**config.mk**
```make
export PLATFORM = sky130hd
export DESIGN_NAME = rs_lat_ctrl
export DESIGN_NICKNAME = d
export VERILOG_FILES = /design/src/rtl/rs_lat_ctrl.sv
export SDC_FILE = /design/constraint.sdc
export NUM_CORES = 1
export LEC_CHECK = 0
export ABC_AREA = 1
export CORE_ASPECT_RATIO = 1.75
export CORE_MARGIN = 3
export CORE_UTILIZATION = 45
export CTS_CLUSTER_DIAMETER = 80
export DETAILED_ROUTE_END_ITERATION = 10
export PLACE_DENSITY = 0.68
export SLEW_MARGIN = 10
export SYNTH_ARGS = -nofsm -noshare
export SYNTH_HDL_FRONTEND = slang
export SYNTH_SLANG_ARGS = --single-unit
export TNS_END_PERCENT = 5
```
**constraint.sdc**
```tcl
create_clock -name clk -period 1.65 [get_ports clk]
set_input_delay 0.4125 -clock clk [delete_from_list [all_inputs] [get_ports clk]]
set_output_delay 0.4125 -clock clk [all_outputs]
set_load 0.1 [all_outputs]
```
**src/rtl/rs_lat_ctrl.sv**
```systemverilog
// rs_lat_ctrl: excitation/sampling controller for an rs_lat entropy cell.
// Ports: clk, rst_n (async low); en run request; lat_rst/lat_r/lat_s drive
// the latch; lat_out comes back unsynchronized; rnd_data/rnd_valid/rnd_ready
// form the word handshake; busy = not idle; stuck = sticky all-0/all-1 word.
module rs_lat_ctrl #(
    parameter int WORD_W     = 8,
    parameter int PULSE_CYC  = 4,
    parameter int SETTLE_CYC = 4
) (
    input  logic              clk,
    input  logic              rst_n,
    input  logic              en,
    output logic              lat_rst,
    output logic              lat_r,
    output logic              lat_s,
    input  logic              lat_out,
    output logic [WORD_W-1:0] rnd_data,
    output logic              rnd_valid,
    input  logic              rnd_ready,
    output logic              busy,
    output logic              stuck
);

    localparam int MAXC = (PULSE_CYC > SETTLE_CYC) ? PULSE_CYC : SETTLE_CYC;
    localparam int CW   = (MAXC > 1) ? $clog2(MAXC) : 1;
    localparam int BW   = $clog2(WORD_W);

    localparam logic [CW-1:0] P_LAST = CW'(PULSE_CYC - 1);
    localparam logic [CW-1:0] S_LAST = CW'(SETTLE_CYC - 1);
    localparam logic [BW-1:0] B_LAST = BW'(WORD_W - 1);

    typedef enum logic [2:0] {
        IDLE, CLEAR, EXCITE, SETTLE, SAMPLE, OUTPUT
    } state_t;

    state_t            state, state_d;
    logic [CW-1:0]     cnt, cnt_d;
    logic [BW-1:0]     bit_cnt, bit_cnt_d;
    logic [WORD_W-1:0] shreg, shreg_d;
    logic [WORD_W-1:0] data_d;
    logic [WORD_W-1:0] shifted;
    logic              stuck_d;
    logic              sync1, sync_q;

    assign shifted = {shreg[WORD_W-2:0], sync_q};

    always_comb begin
        state_d   = state;
        cnt_d     = cnt;
        bit_cnt_d = bit_cnt;
        shreg_d   = shreg;
        data_d    = rnd_data;
        stuck_d   = stuck;
        unique case (state)
            IDLE: begin
                if (en) begin
                    state_d = CLEAR;
                    cnt_d   = '0;
                end
            end
            CLEAR: begin
                state_d = EXCITE;
                cnt_d   = '0;
            end
            EXCITE: begin
                if (cnt == P_LAST) begin
                    state_d = SETTLE;
                    cnt_d   = '0;
                end else begin
                    cnt_d = cnt + 1'b1;
                end
            end
            SETTLE: begin
                if (cnt == S_LAST) begin
                    state_d = SAMPLE;
                    cnt_d   = '0;
                end else begin
                    cnt_d = cnt + 1'b1;
                end
            end
            SAMPLE: begin
                shreg_d = shifted;
                if (bit_cnt == B_LAST) begin
                    state_d   = OUTPUT;
                    bit_cnt_d = '0;
                    data_d    = shifted;
                    if (shifted == '0 || shifted == '1)
                        stuck_d = 1'b1;
                end else begin
                    state_d   = CLEAR;
                    bit_cnt_d = bit_cnt + 1'b1;
                end
            end
            OUTPUT: begin
                // en only matters once the held word has been taken
                if (rnd_ready)
                    state_d = en ? CLEAR : IDLE;
            end
            default: state_d = IDLE;
        endcase
        // Losing en mid-word throws the partial word away
        if (!en && state inside {CLEAR, EXCITE, SETTLE, SAMPLE}) begin
            state_d   = IDLE;
            cnt_d     = '0;
            bit_cnt_d = '0;
            shreg_d   = shreg;
            data_d    = rnd_data;
            stuck_d   = stuck;
        end
    end

    always_ff @(posedge clk or negedge rst_n) begin
        if (!rst_n) begin
            state     <= IDLE;
            cnt       <= '0;
            bit_cnt   <= '0;
            shreg     <= '0;
            sync1     <= 1'b0;
            sync_q    <= 1'b0;
            rnd_data  <= '0;
            rnd_valid <= 1'b0;
            busy      <= 1'b0;
            stuck     <= 1'b0;
            lat_rst   <= 1'b1;
            lat_r     <= 1'b0;
            lat_s     <= 1'b0;
        end else begin
            state     <= state_d;
            cnt       <= cnt_d;
            bit_cnt   <= bit_cnt_d;
            shreg     <= shreg_d;
            sync1     <= lat_out;
            sync_q    <= sync1;
            rnd_data  <= data_d;
            stuck     <= stuck_d;
            // Moore outputs registered from the next state
            rnd_valid <= (state_d == OUTPUT);
            busy      <= (state_d != IDLE);
            lat_rst   <= (state_d inside {IDLE, CLEAR, OUTPUT});
            lat_r     <= (state_d == EXCITE);
            lat_s     <= (state_d == EXCITE);
        end
    end

endmodule

```
==> run summary <==
Status: completed
Max Freq: 686 MHz
Startpoint types: input pin
Fin util: 0.651
Post-synth top area cell: dfrtp_1
Delay-heaviest family, CP: buffers and inverters
GR Overflow Total: 0
Final-layout fill cell count: 229
Die W: 47.6 um
Die ar.: 3760 um2
Worst Max-Slew Pin Slew: 0.333 ns
Core area: 2820 um2
GP Congestion: 0.812
Setup Buffers After CTS: 0
CTS Buf Count: 5
Slew Viols, Final: 0
Crit Path Category: input pin to flop
CP endpoint kind: flop
Drt drc: 0
Largest net degree at the start of global routing: 31
Post-Route WL: 2420 um
# rows: 25
Unique masters post-synth: 24
Global Route Usage Sum: 0.161
Final Skew: 0.00752 ns
H-tree levels: 2
ANT nets after route: 0
Crit Path Max Fanout: 5
Most Frequent Cell on Critical Path: nor2_2
Starting Density: 0.485
Maxcap violations: 0
Port bufs: 18
Crit path time final: 1.46 ns
Net count, final: 179
Clock transition at path regs: 0.06 ns
Unrepaired setup endpoints after global routing: no
R2R Setup Slk: 0.25 ns
Drt pass-1 iters: 4
Register area share after synthesis: 0.551
Detail-routed via count per cell: 5.06
Layout cells sized above 1: 0.256
Buf/Inv on CP: 2
Yosys Warn Count: 0
Initial DRC count: 21
Worst Path Required: 1.85 ns
Post-synth top area share: 0.532
Worst min path class: flop to flop
Area Growth Syn to Fin: 34.2%
Syn Std Cell Area: 1370 um2
Cells after synthesis: 146
CTS tree: built
CTS root buffer: clkbuf_8
Final hold vios: 0
Clock Tree Buf Depth: 2
Initial antenna violation count: 0
Clk Latency, worst-skew pair: 0.28 ns
Gates resized, CTS repair: 0
Global-route wire length before repair: 4170 um
IO Pins: 19
Total Power: 0.00226 W
Final period util: 0.883
Ant diodes: 0
Post-Syn Nets: 154
Area contributors post-synth: dfrtp_1 53%, nand2_1 10%, inv_1 4.7%
Post-CTS Hold Buffers: 0
Clock tree sinks: 30
Via count: 1007
Seq cells post-synth: 30
CP max-delay cell: clkdlybuf4s50_1
Post-DP HPWL: 1810 um
Max stage delay on crit path: 0.48 ns
Final setup vio count: 0
Routed len/inst: 12.2 um
Worst vdd ir: 0.816 mV
Worst path cell trace: clkdlybuf4s50_1 > inv_1 > nor2_2 > nand2_1 > nor2_2 > a21boi_1
Vias in the first global route: 1029
Pwr Density: 1230 nW/um2
Die height: 78.9 um
Critical path arrival: 1.65 ns
Pleak: 0.906 nW
Slew headroom: 0.778
Mean post-synth cell area: 9.35 um2
-- cell type report --
class | count | area (um2) | area share
Sequential cell | 30 | 753 | 0.411
Multi-Input combinational cell | 94 | 510 | 0.279
Timing Repair Buffer | 22 | 375 | 0.205
Clock buffer | 7 | 86.3 | 0.0471
Inverter | 18 | 67.6 | 0.0369
Tap cell | 27 | 33.8 | 0.0184
Clock inverter | 1 | 5.00 | 0.00273
-- routing by layer --
| layer | global-route usage | vias to the layer above | wire (um) |
|---|---|---|---|
| li1 | - | 508 | - |
| met1 | 0.147 | 469 | 901 |
| met2 | 0.267 | 24 | 1330 |
| met3 | 0.0590 | 6 | 117 |
| met4 | 0.116 | 0 | 73 |
| met5 | 0 | - | 0 |
-- power breakdown --
part | switching, W | internal (W)
registers | 0.0000901 | 0.000821
logic | 0.000493 | 0.000253
clock network | 0.000264 | 0.000336
total | 0.000847 | 0.00141
-- state kept, by name (all words and copies together), names as in the netlist --
register / cells
rnd_data: 8
shreg: 7
bit_cnt: 3
state: 3
cnt: 2
busy: 1
lat_rst: 1
lat_s: 1
rnd_valid: 1
stuck: 1
sync1: 1
sync_q: 1
-- synthesized netlist by cell type --
| master | count |
|---|---|
| inv_2 | 1 |
| nand3b_1 | 1 |
| nand4_1 | 2 |
| nand2_2 | 2 |
| a21oi_1 | 1 |
| buf_2 | 1 |
| dfrtp_1 | 29 |
| nand3_2 | 1 |
| nand3_4 | 1 |
| nand2_1 | 38 |
| nor2_1 | 10 |
| o21ai_0 | 7 |
| nor3_1 | 2 |
| ha_1 | 3 |
| nand3_1 | 12 |
| inv_1 | 17 |
| dfstp_2 | 1 |
| buf_6 | 2 |
| buf_4 | 1 |
| a21boi_1 | 1 |
| nor2_4 | 3 |
| o31ai_1 | 1 |
| o21ai_2 | 7 |
| nor2_2 | 2 |
-- worst paths after layout --
kind,startpoint,cells after the start,to
min in group asynchronous,rst_n,2,rnd_data[5]
worst min-delay path,sync1,0,sync_q
worst min register to register,sync1,0,sync_q
worst max register to register,bit_cnt[0],8,rnd_data[6]
worst max-delay path,en,6,lat_s
max in group asynchronous,rst_n,2,lat_rst
-- cell usage in the layout (no fill, tap or decap), types with 2 or more instances in the layout --
master           count
inv_1               17
nand2_1             38
buf_12              16
nor3_1               2
nand4_1              2
clkdlybuf4s50_1      4
nand3_1             12
nand2_2              2
clkbuf_8             6
nor2_4               3
dfrtp_1             28
buf_4                2
nor2_2               2
nor2_1              10
o21ai_0              7
ha_1                 3
o21ai_2              7
-- cells by family (layout without fill, tap and decap cells) --
logic type                 count (synthesis)  count (layout)  synth area share
and+or+nand+nor                           74              74             0.261
DFF                                       30              30             0.551
buffers and inverters                     22              48            0.0752
AOI/OAI and AO/OA                         17              17            0.0852
adders and majority gates                  3               3            0.0275
-- through the flow --
| step | hold WS, ns | instance area, um2 | setup WS [ns] | instances | TNS [ns] |
|---|---|---|---|---|---|
| finish | 0.358 | 1830 | 0.193 | 199 | 0 |
| global route | 0.372 | 1830 | 0.115 | 199 | 0 |
| CTS | 0.359 | 1830 | 0.186 | 199 | 0 |
| detailed placement | 0.345 | 1740 | -0.120 | 191 | -0.128 |
| global placement | 0.336 | 1740 | 0.00472 | 191 | 0 |
| floorplan | 0.117 | 1370 | 0.201 | 146 | 0 |
-- worst register-to-register path: cells and delay by family, from the launching register on --
kind | cells | cell delay [ns]
DFF | 1 | 0.39
adders and majority gates | 2 | 0.38
and+or+nand+nor | 3 | 0.28
buffers and inverters | 2 | 0.19
AOI/OAI and AO/OA | 1 | 0.05
(Power assumes the default switching activity.)
